File: src/rtl/psum_acc_pkg.sv
// psum_acc_pkg: shared definitions for the partial-sum accumulator.
//   - default geometry constants (columns, lane width, rows per tile)
//   - FSM state encoding
//   - lane arithmetic helpers: saturating signed add and ReLU
//   - address-width helper shared by the top and the row buffer
// Lane helpers work on 32-bit signed containers so that a single function
// serves any lane width up to 31 bits; callers sign-extend into the
// container and truncate the result back to the lane width.
package psum_acc_pkg;

  localparam int COL_DEFAULT   = 8;
  localparam int BW_DEFAULT    = 16;
  localparam int DEPTH_DEFAULT = 16;

  typedef enum logic [1:0] {
    IDLE  = 2'd0,
    ACC   = 2'd1,
    DRAIN = 2'd2,
    DONE  = 2'd3
  } state_t;

  // Width of a row address; a single-row buffer still gets one bit.
  function automatic int addr_width(input int d);
    return (d > 1) ? $clog2(d) : 1;
  endfunction

  // Signed add of two sign-extended lanes, clamped to the signed range of
  // a w-bit lane. The 33-bit intermediate cannot overflow for w <= 31.
  function automatic logic signed [31:0] sat_add(input logic signed [31:0] a,
                                                 input logic signed [31:0] b,
                                                 input int w);
    logic signed [32:0] s;
    logic signed [32:0] hi;
    logic signed [32:0] lo;
    s  = 33'(a) + 33'(b);
    hi = (33'sd1 <<< (w - 1)) - 33'sd1;
    lo = -(33'sd1 <<< (w - 1));
    if (s > hi) begin
      s = hi;
    end else if (s < lo) begin
      s = lo;
    end
    return 32'(s);
  endfunction

  // Negative lanes are forced to zero.
  function automatic logic signed [31:0] relu(input logic signed [31:0] a);
    return (a < 32'sd0) ? 32'sd0 : a;
  endfunction

endpackage

File: src/rtl/psum_buf.sv
// psum_buf: depth x width row buffer, one write port and one registered
// read port. A read of the row being written in the same cycle returns the
// old contents. Contents are never reset.
// Ports:
//   clk    in   clock
//   we     in   write enable
//   waddr  in   write row address
//   wdata  in   write row data
//   raddr  in   read row address (sampled on the clock edge)
//   rdata  out  registered read data
module psum_buf
  import psum_acc_pkg::*;
#(
  parameter int depth = DEPTH_DEFAULT,
  parameter int width = BW_DEFAULT * COL_DEFAULT
) (
  input  logic                         clk,
  input  logic                         we,
  input  logic [addr_width(depth)-1:0] waddr,
  input  logic [width-1:0]             wdata,
  input  logic [addr_width(depth)-1:0] raddr,
  output logic [width-1:0]             rdata
);

  logic [width-1:0] mem [depth];

  always_ff @(posedge clk) begin
    if (we) begin
      mem[waddr] <= wdata;
    end
    rdata <= mem[raddr];
  end

endmodule

File: src/rtl/psum_acc.sv
// psum_acc: accumulates acc_num passes of depth psum rows (col signed lanes
// of bw bits each) popped from an output FIFO into a row buffer, then
// drains the buffer through ReLU with a valid/ready handshake.
// Ports:
//   clk      in   clock, rising edge
//   reset    in   synchronous active-high reset
//   start    in   pulse that begins a tile (honoured only when idle)
//   acc_num  in   number of accumulation passes, latched with start, 0 -> 1
//   in       in   psum row from the FIFO, lane i at [bw*(i+1)-1:bw*i]
//   i_valid  in   FIFO has a row at its head
//   rd       out  FIFO pop strobe (combinational from i_valid while accumulating)
//   out      out  ReLU'd accumulated row, same lane packing as in
//   o_valid  out  out holds a valid row
//   o_ready  in   downstream accepts out this cycle
//   o_last   out  o_valid on the final row of the tile
//   busy     out  tile in progress
//   done     out  one-cycle pulse when a tile completes
module psum_acc
  import psum_acc_pkg::*;
#(
  parameter int col   = COL_DEFAULT,
  parameter int bw    = BW_DEFAULT,
  parameter int depth = DEPTH_DEFAULT
) (
  input  logic              clk,
  input  logic              reset,
  input  logic              start,
  input  logic [3:0]        acc_num,
  input  logic [bw*col-1:0] in,
  input  logic              i_valid,
  output logic              rd,
  output logic [bw*col-1:0] out,
  output logic              o_valid,
  input  logic              o_ready,
  output logic              o_last,
  output logic              busy,
  output logic              done
);

  localparam int aw = addr_width(depth);

  state_t            state_reg;
  logic [aw-1:0]     addr_reg;
  logic [3:0]        pass_reg;
  logic [3:0]        acc_lat_reg;

  logic [aw-1:0]     addr_inc;
  logic [aw-1:0]     raddr;
  logic              at_end;
  logic              last_pass;
  logic              step;
  logic [bw*col-1:0] rd_data;
  logic [bw*col-1:0] wr_data;

  assign at_end    = (addr_reg == aw'(depth - 1));
  assign addr_inc  = at_end ? '0 : addr_reg + aw'(1);
  assign last_pass = (pass_reg == acc_lat_reg - 4'd1);

  // Outputs are decoded from the state register and masked by reset so
  // they read zero during reset as well as on the cycle after.
  assign rd      = !reset && (state_reg == ACC) && i_valid;
  assign o_valid = !reset && (state_reg == DRAIN);
  assign o_last  = o_valid && at_end;
  assign busy    = !reset && (state_reg != IDLE);
  assign done    = !reset && (state_reg == DONE);

  // The buffer read port always looks one row ahead: when the row address
  // is about to advance, fetch the next row so its registered data is
  // ready the cycle the address lands on it. This gives the
  // read-modify-write in ACC its old value and lets DRAIN present a new
  // row every accepted cycle without bubbles.
  assign step  = rd || (o_valid && o_ready);
  assign raddr = step ? addr_inc : addr_reg;

  for (genvar gi = 0; gi < col; gi++) begin : g_lane
    logic [bw-1:0] lane_in;
    logic [bw-1:0] lane_old;

    assign lane_in  = in[bw*gi +: bw];
    assign lane_old = rd_data[bw*gi +: bw];

    // Pass 0 overwrites whatever the buffer held from a previous tile.
    assign wr_data[bw*gi +: bw] = (pass_reg == 4'd0) ? lane_in :
        bw'(sat_add(32'($signed(lane_in)), 32'($signed(lane_old)), bw));

    assign out[bw*gi +: bw] = o_valid ? bw'(relu(32'($signed(lane_old)))) : '0;
  end

  psum_buf #(
    .depth (depth),
    .width (bw * col)
  ) u_buf (
    .clk   (clk),
    .we    (rd),
    .waddr (addr_reg),
    .wdata (wr_data),
    .raddr (raddr),
    .rdata (rd_data)
  );

  always_ff @(posedge clk) begin
    if (reset) begin
      state_reg   <= IDLE;
      pass_reg    <= '0;
      addr_reg    <= '0;
      acc_lat_reg <= '0;
    end else begin
      case (state_reg)
        IDLE: begin
          if (start) begin
            state_reg   <= ACC;
            pass_reg    <= '0;
            addr_reg    <= '0;
            acc_lat_reg <= (acc_num == 4'd0) ? 4'd1 : acc_num;
          end
        end
        ACC: begin
          if (i_valid) begin
            addr_reg <= addr_inc;
            if (at_end) begin
              if (last_pass) begin
                state_reg <= DRAIN;
                pass_reg  <= '0;
              end else begin
                pass_reg <= pass_reg + 4'd1;
              end
            end
          end
        end
        DRAIN: begin
          if (o_ready) begin
            addr_reg <= addr_inc;
            if (at_end) begin
              state_reg <= DONE;
            end
          end
        end
        DONE: begin
          state_reg <= IDLE;
        end
        default: begin
          state_reg <= IDLE;
        end
      endcase
    end
  end

endmodule

File: config.mk
export PLATFORM = sky130hd
export DESIGN_NAME = psum_acc
export DESIGN_NICKNAME = d
export VERILOG_FILES = /design/src/rtl/psum_acc_pkg.sv /design/src/rtl/psum_buf.sv /design/src/rtl/psum_acc.sv
export SDC_FILE = /design/constraint.sdc
export NUM_CORES = 2
export LEC_CHECK = 0
export BUFFER_PORTS_ARGS = -buffer_cell sky130_fd_sc_hd__buf_2
export CORE_MARGIN = 2
export CORE_UTILIZATION = 55
export CTS_CLUSTER_SIZE = 12
export DETAILED_ROUTE_END_ITERATION = 8
export PLACE_DENSITY_LB_ADDON = 0.2
export SYNTH_ARGS = -nofsm -noshare
export SYNTH_HDL_FRONTEND = slang
export SYNTH_SLANG_ARGS = --single-unit
File: constraint.sdc
create_clock -name clk -period 11.3 [get_ports clk]
set_input_delay 0.565 -clock clk [delete_from_list [all_inputs] [get_ports clk]]
set_output_delay 0.565 -clock clk [all_outputs]
set_load 0.03 [all_outputs]
==> run_results.csv <==
group,metric,value,unit
run_status,run_status,"finished clean",
setup_path,critical-path-max-stage-delay,830,ps
timing,maxClockFrequency,195,MHz
logic_synthesis,synth_adder_area_share,2.30,%
setup_path,path_buf_inv,3,
place,finalWeightedCongestion,0.901,
final_layout,nFillCells,12800,
logic_synthesis,yosys.area_share.xor_xnor,0.862,%
cts,tritoncts_buffer_count,216,
setup_path,worst_ep_required_time,12090,ps
setup_path,crit-reg2reg-launch,"state_reg[0]",
logic_synthesis,synth_top_family_by_area,"simple AND/OR/NAND/NOR gates",
global_routing,grt_pass1_wl,356000,um
logic_synthesis,yosys.area_share.simple,16.0,%
timing,largest_clock_skew_in_the_final_design,26.9,ps
floorplan,die-height,414,um
timing,timing.final.max_slew_violations,0,
cts,clkTransAtPathRegs,60,ps
final_layout,layout.nets,8033,
place,place.port_buffers,261,
setup_path,worst_setup_path_start,"state_reg[0]",
timing,max-slew-margin-rel,2.55,%
global_routing,grt_overflow,0,
setup_path,worst_path_max_delay_cell,"sky130_fd_sc_hd__buf_4",
final_layout,seq_area,64300,sq um
global_routing,number_of_global_route_vias_before_repair,58900,
logic_synthesis,synth_area,92400,sq um
logic_synthesis,synthDistinctLibCells,73,
logic_synthesis,postSynthRegisterBits,2190,
logic_synthesis,postSynth.asyncResetShare,0,%
floorplan,core_area,167000,sq um
cts,cts-root-buf,"sky130_fd_sc_hd__clkbuf_16",
setup_path,worst_setup_path_start_kind,"register",
setup_path,crit_arrival,5930,ps
min_path,min-delay-start,"acc_num[0]",
final_layout,final_layout_size_suffix_gt1_share,9.12,%
cts,clk_latency,860,ps
detailed_routing,via_per_inst,6.09,
detailed_routing,routedWlPerCell,23.6,um
timing,worst_slew_pin_slew,1460,ps
run,maxCapViolations,0,
cts,cts_tree,"built",
logic_synthesis,post_synthesis_mean_instance_area,12.2,sq um
floorplan,rows,150,
pwr,total_leakage_power,36.4,nW
detailed_routing,totalWireLength,240000,um
global_routing,groute.usage.overall,27.5,%
place,placedInstanceArea,96000,sq um
timing,worst_slack,6160,ps
timing,whs,83.9,ps
detailed_routing,detailedRoute.firstIterationViolations,6526,
detailed_routing,num_vias,61900,
logic_synthesis,register_area_share_after_synthesis,69.6,%
floorplan,pin_count,270,
pwr,pwr_density_cell,254,nW/um^2
cts,h-tree-depth,4,
place,pre_cts_slack,6470,ps
timing,setup_total_negative_slack,0,ps
logic_synthesis,count_of_yosys_warnings_during_synthesis,0,
final_layout,finish.instance_area,103000,sq um
setup_path,worst_path_dominant_cell_family,"buffers and inverters",
timing,period_needed,5140,ps
final_layout,largest_reg_flops,2048,
setup_path,max_fanout_on_critical_path,215,
cts,tritoncts_num_sinks,2190,
global_routing,antenna_violations_before_repair,17,
logic_synthesis,synthMuxAreaShare,0.145,%
place,dp_hpwl,123000,um
floorplan,die_x,414,um
logic_synthesis,synth-main-ff-cell,"sky130_fd_sc_hd__edfxtp_1",
setup_path,critical_path.endpoint_type,"register",
detailed_routing,first_pass_iters,5,
setup_path,crit_type,"reg -> reg",
final_layout,registers.top_by_ff_count,"u_buf.mem",
final_layout,area.growth.synth_to_final,11.1,%
timing,timing.final.setup_violations,0,
detailed_routing,drc_errors,0,
min_path,holdCritPathClass,"in -> reg",
detailed_routing,antenna_violating_nets_post_route,0,
timing,rsz0062_at_grt,"false",
timing,layout_worst_path_cycle_share,45.5,%
timing,timing_hold_violations_final,0,
floorplan,initial_core_util,55.3,%
final_layout,largest_registers,"u_buf.mem x2048, u_buf.rdata x128",
logic_synthesis,post_synth_inst_count,7590,
setup_path,sequence_of_cells_on_the_critical_path,"inv_1 > ha_1 > nand2_1 > a21oi_4 > mux2_8 > buf_4 > buf_12 > nand2_1 > and3_1 > a311oi_1 > a311oi_1 > a21oi_1",
logic_synthesis,post_synth_edffs,2048,
floorplan,design.die.area,171000,sq um
cts,post_cts_repair_resize_count,0,
global_routing,grt_max_degree,216,
final_layout,footprint_of_the_multi_input_gates,26000,sq um
setup_path,ff2ff_setup_slack,6160,ps
logic_synthesis,synth-compound-area-share,8.61,%
cts,clk_path_buf_depth,3,
pwr,worst_ir_drop_vdd,0.000178,V
Yosys cell counts (8+ instances only):
master	n	area share, %
sky130_fd_sc_hd__nand2_1	2210	9.0
sky130_fd_sc_hd__a211o_1	8	0.076
sky130_fd_sc_hd__nor3_1	30	0.16
sky130_fd_sc_hd__dfxtp_1	142	3.1
sky130_fd_sc_hd__and2_1	118	0.80
sky130_fd_sc_hd__maj3_1	21	0.23
sky130_fd_sc_hd__o21bai_1	9	0.073
sky130_fd_sc_hd__xnor2_1	53	0.50
sky130_fd_sc_hd__ha_1	140	1.9
sky130_fd_sc_hd__a311oi_1	385	3.6
sky130_fd_sc_hd__buf_4	11	0.089
sky130_fd_sc_hd__a211oi_1	21	0.17
sky130_fd_sc_hd__inv_1	68	0.28
sky130_fd_sc_hd__o21a_1	30	0.24
sky130_fd_sc_hd__nor2_1	188	0.76
sky130_fd_sc_hd__o211ai_1	22	0.18
sky130_fd_sc_hd__clkbuf_1	310	1.3
sky130_fd_sc_hd__a21o_1	44	0.36
sky130_fd_sc_hd__nand4_1	11	0.074
sky130_fd_sc_hd__a31oi_1	150	1.0
sky130_fd_sc_hd__and3_1	263	1.8
sky130_fd_sc_hd__buf_2	128	0.69
sky130_fd_sc_hd__a21oi_1	278	1.5
sky130_fd_sc_hd__o21ai_0	115	0.62
sky130_fd_sc_hd__buf_1	31	0.13
sky130_fd_sc_hd__xor2_1	38	0.36
sky130_fd_sc_hd__nand2b_1	35	0.24
sky130_fd_sc_hd__mux2i_1	8	0.087
sky130_fd_sc_hd__fa_1	8	0.17
sky130_fd_sc_hd__edfxtp_1	2048	67
sky130_fd_sc_hd__nor2b_1	11	0.074
sky130_fd_sc_hd__nand3_1	546	3.0
final cells by class:
cell class | instances | share of cell area (%)
multi-input combinational | 4859 | 25.4
tap | 2204 | 2.68
antenna | 16 | 0.0390
inverter | 68 | 0.248
clock buffer | 353 | 5.96
clock inverter | 48 | 0.505
timing repair buffer | 413 | 2.57
sequential | 2190 | 62.6
cell usage in the layout, fill, tap and decap left out, drive strengths merged, types with 16 or more instances in the layout:
cell type	instances
a211oi	21
a21o	44
a21oi	280
a311oi	386
a31oi	151
and2	118
and3	263
buf	407
clkbuf	353
clkinv	31
dfxtp	142
diode	16
edfxtp	2048
ha	140
inv	76
maj3	21
nand2	2210
nand2b	35
nand3	546
nor2	189
nor3	30
o211ai	22
o21a	30
o21ai	120
xnor2	53
xor2	38
timing repair:
item	4_1_cts	5_1_grt
buffers inserted	0	0
endpoints found under the hold margin	3	0
hold buffers	6	0
worst min-delay path, delay by kind of cell:
kind                   cells  cell delay [ps]
buffers and inverters      1               80
AO/OA/AOI/OAI              1              210
AND/OR/NAND/NOR            1               40
report_power, final:
part	total, mW	switching (mW)	internal [mW]
Combinational	8.64	5.75	2.89
Sequential	10.6	0.333	10.3
Clock	6.78	2.95	3.83
Total	26.0	9.03	17.0
layer usage:
metal / global-route usage [%] / part of all wire, %
met3: 3.66 / 6.8
met1: 35.7 / 40
met2: 47.1 / 50
met5: 0 / 0
met4: 10.7 / 3.8
cell families after synthesis:
family | count (synthesis)
AND/OR/NAND/NOR | 3440
XOR/XNOR | 91
flip-flops | 2190
multiplexers | 12
AO/OA/AOI/OAI | 1139
buffers and inverters | 548
other | 1
adder cells (fa/ha/maj) | 169
final timing paths:
kind	end	depth (start not counted)
hold / removal	acc_lat_reg[0]	3
hold reg to reg	acc_lat_reg[3]	2
setup reg to reg	u_buf.rdata[67]	12
setup / recovery	u_buf.rdata[67]	12
per-stage QoR:
step	instances	total power, mW	util (%)
after floorplan	7597	17.0	-
after global placement	9727	19.1	57.5
after detailed placement	9727	19.3	57.5
after CTS	10100	26.1	61.5
after global routing	10100	27.4	61.5
final	10200	26.0	61.5
No activity file was read; power rests on OpenSTA's default activity.
